## config.mk

```make
export PLATFORM = sky130hd
export DESIGN_NAME = bram_stream_reader
export DESIGN_NICKNAME = d
export VERILOG_FILES = /design/src/rtl/bram_stream_reader.sv
export SDC_FILE = /design/constraint.sdc
export NUM_CORES = 1
export LEC_CHECK = 0
export ABC_AREA = 0
export BUFFER_PORTS_ARGS = -buffer_cell sky130_fd_sc_hd__buf_4
export CAP_MARGIN = 25
export CORE_MARGIN = 2
export CORE_UTILIZATION = 58
export CTS_BUF_LIST = sky130_fd_sc_hd__clkbuf_4 sky130_fd_sc_hd__clkbuf_8
export CTS_CLUSTER_DIAMETER = 40
export DETAILED_ROUTE_END_ITERATION = 7
export MAX_ROUTING_LAYER = met4
export PLACE_DENSITY = 0.78
export SYNTH_ARGS = -nofsm -noshare
export SYNTH_HDL_FRONTEND = slang
export SYNTH_SLANG_ARGS = --single-unit
```

## constraint.sdc

```tcl
create_clock -name clk -period 3.28 [get_ports clk]
set_input_delay 0.164 -clock clk [delete_from_list [all_inputs] [get_ports clk]]
set_output_delay 0.164 -clock clk [all_outputs]
set_load 0.02 [all_outputs]
```

## src/rtl/bram_stream_reader.sv

```systemverilog
// Read-side controller for a single-port block RAM: issues a commanded span of
// reads, hides the RAM latency and presents the words as a valid/ready stream.
// Optional feature macro: BRAM_READER_CIRCULAR_EN (adds the `circular` input).
module bram_stream_reader #(
  parameter int    RAM_WIDTH       = 18,
  parameter int    RAM_DEPTH       = 1024,
  parameter string RAM_PERFORMANCE = "HIGH_PERFORMANCE",
  localparam int   AW              = $clog2(RAM_DEPTH)
) (
  input  logic                 clk,
  input  logic                 rst_n,
  input  logic                 start,
  input  logic [AW-1:0]        base_addr,
  input  logic [AW:0]          length,
`ifdef BRAM_READER_CIRCULAR_EN
  input  logic                 circular,
`endif
  output logic                 busy,
  output logic                 done,
  output logic                 ram_ena,
  output logic                 ram_wea,
  output logic                 ram_regcea,
  output logic [AW-1:0]        ram_addra,
  input  logic [RAM_WIDTH-1:0] ram_douta,
  output logic [RAM_WIDTH-1:0] m_data,
  output logic                 m_valid,
  input  logic                 m_ready,
  output logic                 m_last,
  output logic [1:0]           dbg_state
);

  localparam int          LAT       = (RAM_PERFORMANCE == "LOW_LATENCY") ? 1 : 2;
  localparam logic [AW:0] DEPTH_L   = (AW+1)'(RAM_DEPTH);
  localparam logic [AW-1:0] LAST_ADDR = AW'(RAM_DEPTH - 1);
  localparam logic [AW:0] ONE_L     = (AW+1)'(1);

  // Handshake: a beat transfers on any rising edge where m_valid && m_ready;
  // m_data/m_last are held stable while m_valid is high and m_ready is low.

  typedef enum logic [1:0] {IDLE = 2'd0, RUN = 2'd1, DRAIN = 2'd2} state_t;

  state_t                 state_q, state_d;
  logic                   done_q, done_d;
  logic [AW-1:0]          addr_q, base_q;
  logic [AW:0]            rem_q, len_q, len_clamped;
  logic [LAT-1:0]         lat_v, lat_last, lat_end;
  logic [2:0]             outstanding, fifo_count;
  logic [RAM_WIDTH-1:0]   fifo_data [4];
  logic [3:0]             fifo_last, fifo_end;
  logic [1:0]             wr_ptr, rd_ptr;
  logic                   accept, issue, final_issue, capture, pop, circ_now;

`ifdef BRAM_READER_CIRCULAR_EN
  assign circ_now = circular;
`else
  assign circ_now = 1'b0;
`endif

  assign len_clamped = (length > DEPTH_L) ? DEPTH_L : length;
  assign accept      = (state_q == IDLE) && start && (len_clamped != '0);

  always_comb begin
    outstanding = '0;
    for (int i = 0; i < LAT; i++) outstanding = outstanding + {2'b00, lat_v[i]};
  end

  // Credits count reads in flight plus words parked in the FIFO, so a capture
  // always finds a free slot.
  assign issue       = (state_q == RUN) && (rem_q != '0) && ((outstanding + fifo_count) < 3'd4);
  assign final_issue = issue && (rem_q == ONE_L);
  assign capture     = lat_v[LAT-1];
  assign m_valid     = (fifo_count != '0);
  assign pop         = m_valid && m_ready;

  always_comb begin
    state_d = state_q;
    done_d  = 1'b0;
    case (state_q)
      IDLE: begin
        if (start) begin
          if (len_clamped != '0) state_d = RUN;
          else                   done_d  = 1'b1;
        end
      end
      RUN: begin
        if (final_issue && !circ_now) state_d = DRAIN;
      end
      DRAIN: begin
        // Only the command-ending beat closes DRAIN; earlier pass-final beats
        // of a circular loop may still be draining here.
        if (pop && fifo_end[rd_ptr]) begin
          state_d = IDLE;
          done_d  = 1'b1;
        end
      end
      default: state_d = IDLE;
    endcase
  end

  always_ff @(posedge clk or negedge rst_n) begin
    if (!rst_n) begin
      state_q <= IDLE;
      done_q  <= 1'b0;
    end else begin
      state_q <= state_d;
      done_q  <= done_d;
    end
  end

  always_ff @(posedge clk or negedge rst_n) begin
    if (!rst_n) begin
      addr_q   <= '0;
      base_q   <= '0;
      len_q    <= '0;
      rem_q    <= '0;
      lat_v    <= '0;
      lat_last <= '0;
      lat_end  <= '0;
    end else begin
      if (accept) begin
        addr_q <= base_addr;
        base_q <= base_addr;
        len_q  <= len_clamped;
        rem_q  <= len_clamped;
      end else if (issue) begin
        if (final_issue && circ_now) begin
          addr_q <= base_q;
          rem_q  <= len_q;
        end else begin
          addr_q <= (addr_q == LAST_ADDR) ? '0 : addr_q + 1'b1;
          rem_q  <= rem_q - 1'b1;
        end
      end
      lat_v[0]    <= issue;
      lat_last[0] <= final_issue;
      lat_end[0]  <= final_issue && !circ_now;
      for (int i = 1; i < LAT; i++) begin
        lat_v[i]    <= lat_v[i-1];
        lat_last[i] <= lat_last[i-1];
        lat_end[i]  <= lat_end[i-1];
      end
    end
  end

  always_ff @(posedge clk or negedge rst_n) begin
    if (!rst_n) begin
      for (int i = 0; i < 4; i++) fifo_data[i] <= '0;
      fifo_last  <= '0;
      fifo_end   <= '0;
      wr_ptr     <= '0;
      rd_ptr     <= '0;
      fifo_count <= '0;
    end else begin
      if (capture) begin
        fifo_data[wr_ptr] <= ram_douta;
        fifo_last[wr_ptr] <= lat_last[LAT-1];
        fifo_end[wr_ptr]  <= lat_end[LAT-1];
        wr_ptr            <= wr_ptr + 1'b1;
      end
      if (pop) rd_ptr <= rd_ptr + 1'b1;
      case ({capture, pop})
        2'b10:   fifo_count <= fifo_count + 1'b1;
        2'b01:   fifo_count <= fifo_count - 1'b1;
        default: fifo_count <= fifo_count;
      endcase
    end
  end

  assign m_data     = fifo_data[rd_ptr];
  assign m_last     = m_valid && fifo_last[rd_ptr];
  assign ram_ena    = issue;
  assign ram_wea    = 1'b0;
  assign ram_addra  = addr_q;
  assign ram_regcea = (LAT == 2) ? lat_v[0] : 1'b0;
  assign busy       = (state_q != IDLE);
  assign done       = done_q;
  assign dbg_state  = state_q;

endmodule

```

==> metrics.csv, run 1 <==
metric,value,unit
route.final.wire_length,10700,um
ys_warn_count,0,
syn_to_final_growth,18.47,%
globalplace.congestion,0.9272,
avgSynthCellArea,13.18,um2
synth_area,5244,um2
synth_ff_type,dfrtp_1,
period_share,77.70,%
critPathMaxFanout,15,
ir_drop,472.4,uV
ys_async_sr_fraction,100.0,%
row_count,34,
rsz0062_at_grt,false,
use_met3,4.681,%
cts.sink_count,111,
core_area,8763,um2
drive_gt1_share,41.80,%
crit_type,register to output pin,
yosysMostFrequentCell,dfrtp_1,
grt_max_degree,66,
whs,23.32,ps
grt_busiest_layer,met2,
clkTransAtPathRegs,110,ps
ios,80,
clock_latency,370,ps
gr-usage-all-layers,23.94,%
grt_use_met2,38.72,%
io_buffers,78,
ys_top_cells_by_area,"dfrtp_1, mux2_2, mux4_2, ha_1, xor2_1",
drc,0,
power,6.563,mW
ys_types,54,
die_y,99.09,um
wl_per_cell,17.95,um
pre_cts_slack,920.1,ps
grt_pass1_vias,3760,
critPathLaunchType,register,
tns,0,ps
nets,537,
setup_viol_count_final,0,
synth_top_area_share,52.97,%
r2r_setup_slack,850,ps
yosysTopAreaCell,dfrtp_1,
critPathCaptureType,output pin,
h-tree-depth,3,
maxCapViolCount,0,
max_freq,392.4,MHz
finalNonFillerCells,596,
via_per_inst,5.951,
finalHoldViolations,0,
ant_nets,0,
die_area,9818,um2
status,"finished, final reports clean",
powerDensity,1057,nW/um2
cts_root_buf,clkbuf_8,
post_cts_buffers,0,
grt.overflow.total,0,
worstMarginPinSlew,969.3,ps
start_util,59.84,%
max_slew_margin,35.22,%
vias,3547,
grt_pass1_wl,17980,um
antenna_cells,0,
hpwl,7473,um
synthCells,398,
die_x,99.09,um
syn-num-nets,452,
cts_made_buffers,9,
skew,12.29,ps
p_leak,2.740,nW
ys_seq_elements,111,
fin_ws,731.4,ps
arrival,2380,ps
antenna_found_initial,0,
grtUsageMet1,30.61,%
cts_max_path_buffers,2,
dpl.cell_count,574,
required,3120,ps
dr.pass1.iters,4,
synth_seq_area_share,52.97,%
hold_path.class,input port to register,
synth_enable_flop_cells,0,
cts_tree,yes,
fin_crit,2549,ps
drv_slew,0,
yosys-top-cells-count,"dfrtp_1, mux2_2, nand2_1",
drt-initial-drc-count,153,
[logic make-up (layout without fill, tap and decap cells)]
| logic type | Yosys count | count (layout) | synth area share (%) |
|---|---|---|---|
| flip-flops | 111 | 111 | 52.97 |
| multiplexers | 95 | 95 | 24.48 |
| AND/OR/NAND/NOR | 94 | 94 | 9.425 |
| AO/OA/AOI/OAI | 42 | 42 | 5.488 |
| buffers and inverters | 30 | 120 | 2.458 |
| XOR/XNOR | 14 | 14 | 2.338 |
| adder cells (fa/ha/maj) | 11 | 11 | 2.768 |
| other | 1 | 1 | 0.07151 |
[final timing paths]
path / endpoint / start / cells after the start
hold reg to reg: lat_end[1]$_DFF_PN0_ / lat_end[0]$_DFF_PN0_ / 0
max in group asynchronous: fifo_data[7]$_DFFE_PN0P_ / rst_n / 3
setup / recovery: ram_ena / fifo_count[0]$_DFFE_PN0P_ / 7
min in group asynchronous: fifo_data[71]$_DFFE_PN0P_ / rst_n / 2
setup reg to reg: ram_addra[5]$_DFFE_PN0P_ / fifo_count[0]$_DFFE_PN0P_ / 7
hold / removal: ram_addra[1]$_DFFE_PN0P_ / base_addr[1] / 3
[what timing repair did]
action	CTS	global route
hold buffers	6	0
endpoints found under the hold margin	68	0
gates resized for setup	0	0
[critical path, stage by stage, from the launching register on]
cell,delay (ps)
dfrtp_1,440
ha_1,310
a21o_1,200
a221oi_2,240
buf_4,230
nand2_2,200
inv_2,220
buf_4,180
[cell usage in the layout (no fill, tap or decap), drive strengths merged, types with 5 or more instances in the layout]
cell type / instances
o21ai: 13
a21oi: 5
nor2: 15
buf: 85
nor3: 6
clkbuf: 11
dfrtp: 111
xor2: 12
nand3: 17
ha: 10
inv: 15
dlygate4sd3: 6
nand4: 10
mux2: 76
nand2: 21
mux4: 19
[state kept, by name (all words and copies together), names as in the netlist]
signal      flops
dbg_state       2
done            1
fifo_count      3
fifo_data      72
fifo_last       4
lat_end         2
lat_v           2
ram_addra      10
rd_ptr          2
rem_q          11
wr_ptr          2
[layer usage]
| layer | wire, um | vias up |
|---|---|---|
| li1 | - | 1637 |
| met3 | 520 | 19 |
| met5 | 0 | - |
| met1 | 4640 | 1775 |
| met2 | 5338 | 116 |
| met4 | 201 | 0 |
[cell type report]
class	instances	area (um2)
sequential	111	2778
fill	616	2551
multi-input combinational	257	2337
timing repair buffer	91	698.2
clock buffer	11	151.4
tap	108	135.1
clock inverter	5	63.81
inverter	13	48.80
[report_power, final]
part           internal [mW]  total, mW  switching [mW]
Clock                  0.404      0.864           0.461
Sequential              2.02       2.53           0.503
Combinational           1.67       3.17            1.50
[per-stage QoR]
step / util, % / cell area [um2]
floorplan: - / 5244
global placement: 67.75 / 5937
detailed placement: 67.75 / 5937
CTS: 70.89 / 6212
global route: 70.89 / 6212
finish: 70.89 / 6212
No activity file was read; power rests on OpenSTA's default activity.
==> run 2: changes to the inputs <==
==> constraint.sdc (replaced) <==
create_clock -name clk -period 2.6 [get_ports clk]
set_input_delay 0.13 -clock clk [delete_from_list [all_inputs] [get_ports clk]]
set_output_delay 0.13 -clock clk [all_outputs]
set_load 0.02 [all_outputs]
==> metrics.csv, run 2 (same netlist as run 1, synthesis figures left out) <==
metric,value,unit
status,"finished, final reports clean",
regToRegStartpoint,fifo_count[0]$_DFFE_PN0P_,
drv_slew,0,
required,2470,ps
via_per_inst,5.887,
die_y,99.09,um
pre_cts_slack,324.0,ps
cts_max_path_buffers,2,
p_leak,2.780,nW
rsz0062_at_grt,false,
maxCapViolCount,0,
finalHoldViolations,0,
most-common-layout-cells,"dfrtp_1, buf_4, mux2_2, nand2_1, mux4_2",
fin_crit,2381,ps
grt_pass1_wl,18170,um
cts.sink_count,111,
cts_made_buffers,9,
antenna_cells,0,
cts_root_buf,clkbuf_8,
hold-path-endpoint,fifo_data[26]$_DFFE_PN0P_,
hpwl,7714,um
vias,3585,
route.final.wire_length,10790,um
worstMarginPinSlew,861.1,ps
period_share,91.58,%
hold_path_depth,2,
grt.overflow.total,0,
path_cells,ha_1 -> a21o_1 -> a221oi_2 -> nand2_2 -> inv_2 -> buf_4,
critPathMaxFanout,15,
h-tree-depth,3,
hold_path.class,input port to register,
critPathLaunchType,register,
globalplace.congestion,0.8902,
gr-usage-all-layers,24.59,%
io_buffers,78,
hp-start,ram_douta[8],
syn_to_final_growth,20.35,%
max_slew_margin,42.59,%
cts_tree,yes,
grt_pass1_vias,3739,
dr.pass1.iters,4,
critPathTopFamily,compound AO/OA/AOI/OAI gates,
cpMaxStageDelayCell,dfrtp_1,
r2r_end,ram_addra[5]$_DFFE_PN0P_,
critPathCaptureType,output pin,
cp_slowest_stage_delay,430,ps
fillCellCount,633,
drive_gt1_share,42.12,%
largest_reg_flops,72,
row_count,34,
ios,80,
wl_per_cell,17.71,um
final_common_cell,dfrtp_1,
clkTransAtPathRegs,110,ps
rr_worst_depth,6,
cp_num_buf_inv,2,
drt-initial-drc-count,155,
powerDensity,1301,nW/um2
core_area,8763,um2
clock_latency,370,ps
die_area,9818,um2
ir_drop,660.4,uV
post_cts_buffers,0,
nets,551,
start_util,59.84,%
crit_type,register to output pin,
r2r_setup_slack,320,ps
skew,14.11,ps
max_freq,420.0,MHz
setup_viol_count_final,0,
antenna_found_initial,0,
largest_register,fifo_data,
fin_ws,218.9,ps
die_x,99.09,um
cts_resized,0,
drc,0,
holdBufCountCts,12,
ant_nets,0,
tns,0,ps
arrival,2250,ps
grt_max_degree,69,
[run 2: worst reg2reg max path, delay by kind of cell (launching register included)]
family	cells	cell delay [ps]
and+or+nand+nor	2	790
adders and majority gates	1	320
AOI/OAI and AO/OA	3	680
DFF	1	430
[run 2: how the worst max path moves through the flow]
stage	slack [ps]	startpoint	endpoint	cells past startpoint
floorplan	450	lat_v[0]$_DFF_PN0_	rem_q[5]$_DFFE_PN0P_	7
global placement	430	fifo_count[0]$_DFFE_PN0P_	ram_addra[5]$_DFFE_PN0P_	6
detailed placement	320	fifo_count[0]$_DFFE_PN0P_	ram_addra[5]$_DFFE_PN0P_	6
CTS	210	fifo_count[0]$_DFFE_PN0P_	ram_ena	6
global route	80	fifo_count[0]$_DFFE_PN0P_	ram_ena	6
finish	220	fifo_count[0]$_DFFE_PN0P_	ram_ena	6
[run 2: cell type report]
cell class	count	area (um2)	area share (%)
Sequential cell	111	2778	44.01
Multi-Input combinational cell	257	2337	37.03
Timing Repair Buffer	105	830.8	13.16
Clock buffer	10	137.6	2.181
Tap cell	108	135.1	2.141
Inverter	13	48.80	0.7732
Clock inverter	5	43.79	0.6939
[run 2: power breakdown]
group	internal, mW	switching [mW]	total [mW]
registers	2.55	0.618	3.17
clock network	0.380	0.579	0.959
logic	2.15	1.93	4.08
[run 2: routing by layer]
layer | vias up | wire length (um) | global-route usage (%)
li1 | 1661 | - | -
met2 | 110 | 5579 | 40.85
met4 | 0 | 195 | 8.430
met3 | 19 | 535 | 3.617
met5 | - | 0 | -
met1 | 1795 | 4474 | 31.23
[run 2: through the flow]
step | cell area, um2 | total power [mW] | hold slack [ps] | cells | util (%)
after CTS | 6311 | 8.282 | 1.368 | 609 | 72.02
after global routing | 6311 | 8.787 | 1.219 | 609 | 72.02
after floorplan | 5244 | 5.920 | -165.6 | 398 | -
after detailed placement | 6010 | 7.302 | 298.9 | 582 | 68.58
after global placement | 6010 | 7.103 | 288.8 | 582 | 68.58
final | 6311 | 8.212 | 6.484 | 609 | 72.02
==> run 3: changes to the inputs <==
--- a/config.mk
+++ b/config.mk
@@ -15,6 +15,7 @@
 export DETAILED_ROUTE_END_ITERATION = 7
 export MAX_ROUTING_LAYER = met4
 export PLACE_DENSITY = 0.78
+export RECOVER_POWER = 100
 export SYNTH_ARGS = -nofsm -noshare
 export SYNTH_HDL_FRONTEND = slang
 export SYNTH_SLANG_ARGS = --single-unit
==> metrics.csv, run 3 (same netlist as run 1, synthesis figures left out) <==
metric,value,unit
status,"finished, violations left",
violations,"capacitance limit, slew limit",
dpl.cell_count,582,
die_area,9818,um2
fillCellCount,681,
via_per_inst,5.880,
powerDensity,1278,nW/um2
setup_viol_count_final,0,
whs,7.320,ps
cts_root_buf,clkbuf_8,
ir_drop,608.5,uV
switching_power,3.121,mW
drc,0,
tns,0,ps
swShare,39.64,%
globalplace.congestion,0.8902,
antenna_found_initial,0,
fin_crit,2409,ps
start_util,59.84,%
clock_latency,370,ps
syn_to_final_growth,17.49,%
ant_nets,0,
maxCapViolCount,1,
max_slew_margin,-11.58,%
grt_max_degree,69,
utilization,70.30,%
drive_gt1_share,34.33,%
critPathLaunchType,register,
hold_path.class,input port to register,
antenna_cells,0,
p_leak,2.641,nW
cts_made_buffers,9,
cts_max_path_buffers,2,
largest_reg_flops,72,
pre_cts_slack,324.0,ps
nets,551,
die_x,99.09,um
wl_per_cell,17.74,um
skew,14.02,ps
dr.pass1.iters,5,
worstMarginPinSlew,1674,ps
placed_area,6010,um2
largest_register,fifo_data,
critPathCaptureType,output pin,
required,2470,ps
crit_type,register to output pin,
final_common_cell,dfrtp_1,
p_int,4.752,mW
finalHoldViolations,0,
ios,80,
grt_pass1_wl,18170,um
post_cts_buffers,0,
route.final.wire_length,10800,um
h-tree-depth,3,
fin_area,6161,um2
cts_tree,yes,
ff_latch_area,2778,um2
finalNonFillerCells,609,
core_area,8763,um2
holdBufCountCts,12,
die_y,99.09,um
grt_pass1_vias,3739,
drt-initial-drc-count,138,
gr-usage-all-layers,24.59,%
hpwl,7714,um
row_count,34,
fin_ws,190.5,ps
most-common-layout-cells,"dfrtp_1, mux2_2, buf_4, clkbuf_1, nand2_1",
period_share,92.67,%
drv_slew,68,
arrival,2280,ps
sequentialPowerShare,40.2,%
power,7.872,mW
rsz0062_at_grt,false,
vias,3581,
cts.sink_count,111,
clkTransAtPathRegs,110,ps
clockPowerShare,12.2,%
combPwrFrac,47.5,%
critPathMaxFanout,15,
io_buffers,78,
cts_resized,0,
grt.overflow.total,0,
multiInputGateArea,2337,um2
max_freq,415.0,MHz
-- run 3: changes by cell type in the layout (fill, tap and decap cells not counted), sizes merged --
cell | before | now
buf | 93 | 51
clkbuf | 10 | 52
-- run 3: final timing paths --
| kind | cells after the start | end | startpoint | slack, ps |
|---|---|---|---|---|
| worst min-delay path | 2 | fifo_data[26]$_DFFE_PN0P_ | ram_douta[8] | 7 |
| max in group asynchronous | 2 | fifo_count[2]$_DFFE_PN0P_ | rst_n | 870 |
| worst max register to register | 6 | ram_addra[5]$_DFFE_PN0P_ | fifo_count[0]$_DFFE_PN0P_ | 320 |
| worst max-delay path | 6 | ram_ena | fifo_count[0]$_DFFE_PN0P_ | 190 |
| min in group asynchronous | 2 | fifo_data[71]$_DFFE_PN0P_ | rst_n | 710 |
| worst min register to register | 0 | lat_end[1]$_DFF_PN0_ | lat_end[0]$_DFF_PN0_ | 360 |
-- run 3: worst max-delay path, cell delays in order (launching register included) --
cell	delay, ps
dfrtp_1	430
ha_1	320
a21o_1	200
a221oi_2	310
nand2_2	240
inv_2	220
clkbuf_2	200
-- run 3: layout make-up --
cell class                      count  share of cell area (%)
Timing Repair Buffer              105                   11.05
Inverter                           13                  0.7920
Clock buffer                       10                   2.234
Sequential cell                   111                   45.09
Clock inverter                      5                  0.7108
Multi-Input combinational cell    257                   37.94
Tap cell                          108                   2.193
-- run 3: routing by layer --
layer	wire (um)	up-vias	track usage, %
met4	119	0	8.430
met2	5664	96	40.85
met1	4545	1811	31.23
met3	472	13	3.617
li1	-	1661	-
met5	0	-	-
-- run 3: power by group through the flow --
stage | Clock (mW) | Combinational [mW] | Sequential [mW]
after detailed placement | 0 | 4.10 | 3.20
after global placement | 0 | 3.98 | 3.13
after CTS | 0.984 | 4.13 | 3.17
final | 0.962 | 3.74 | 3.17
after global routing | 1.06 | 4.10 | 3.28
after floorplan | 0 | 2.86 | 3.06
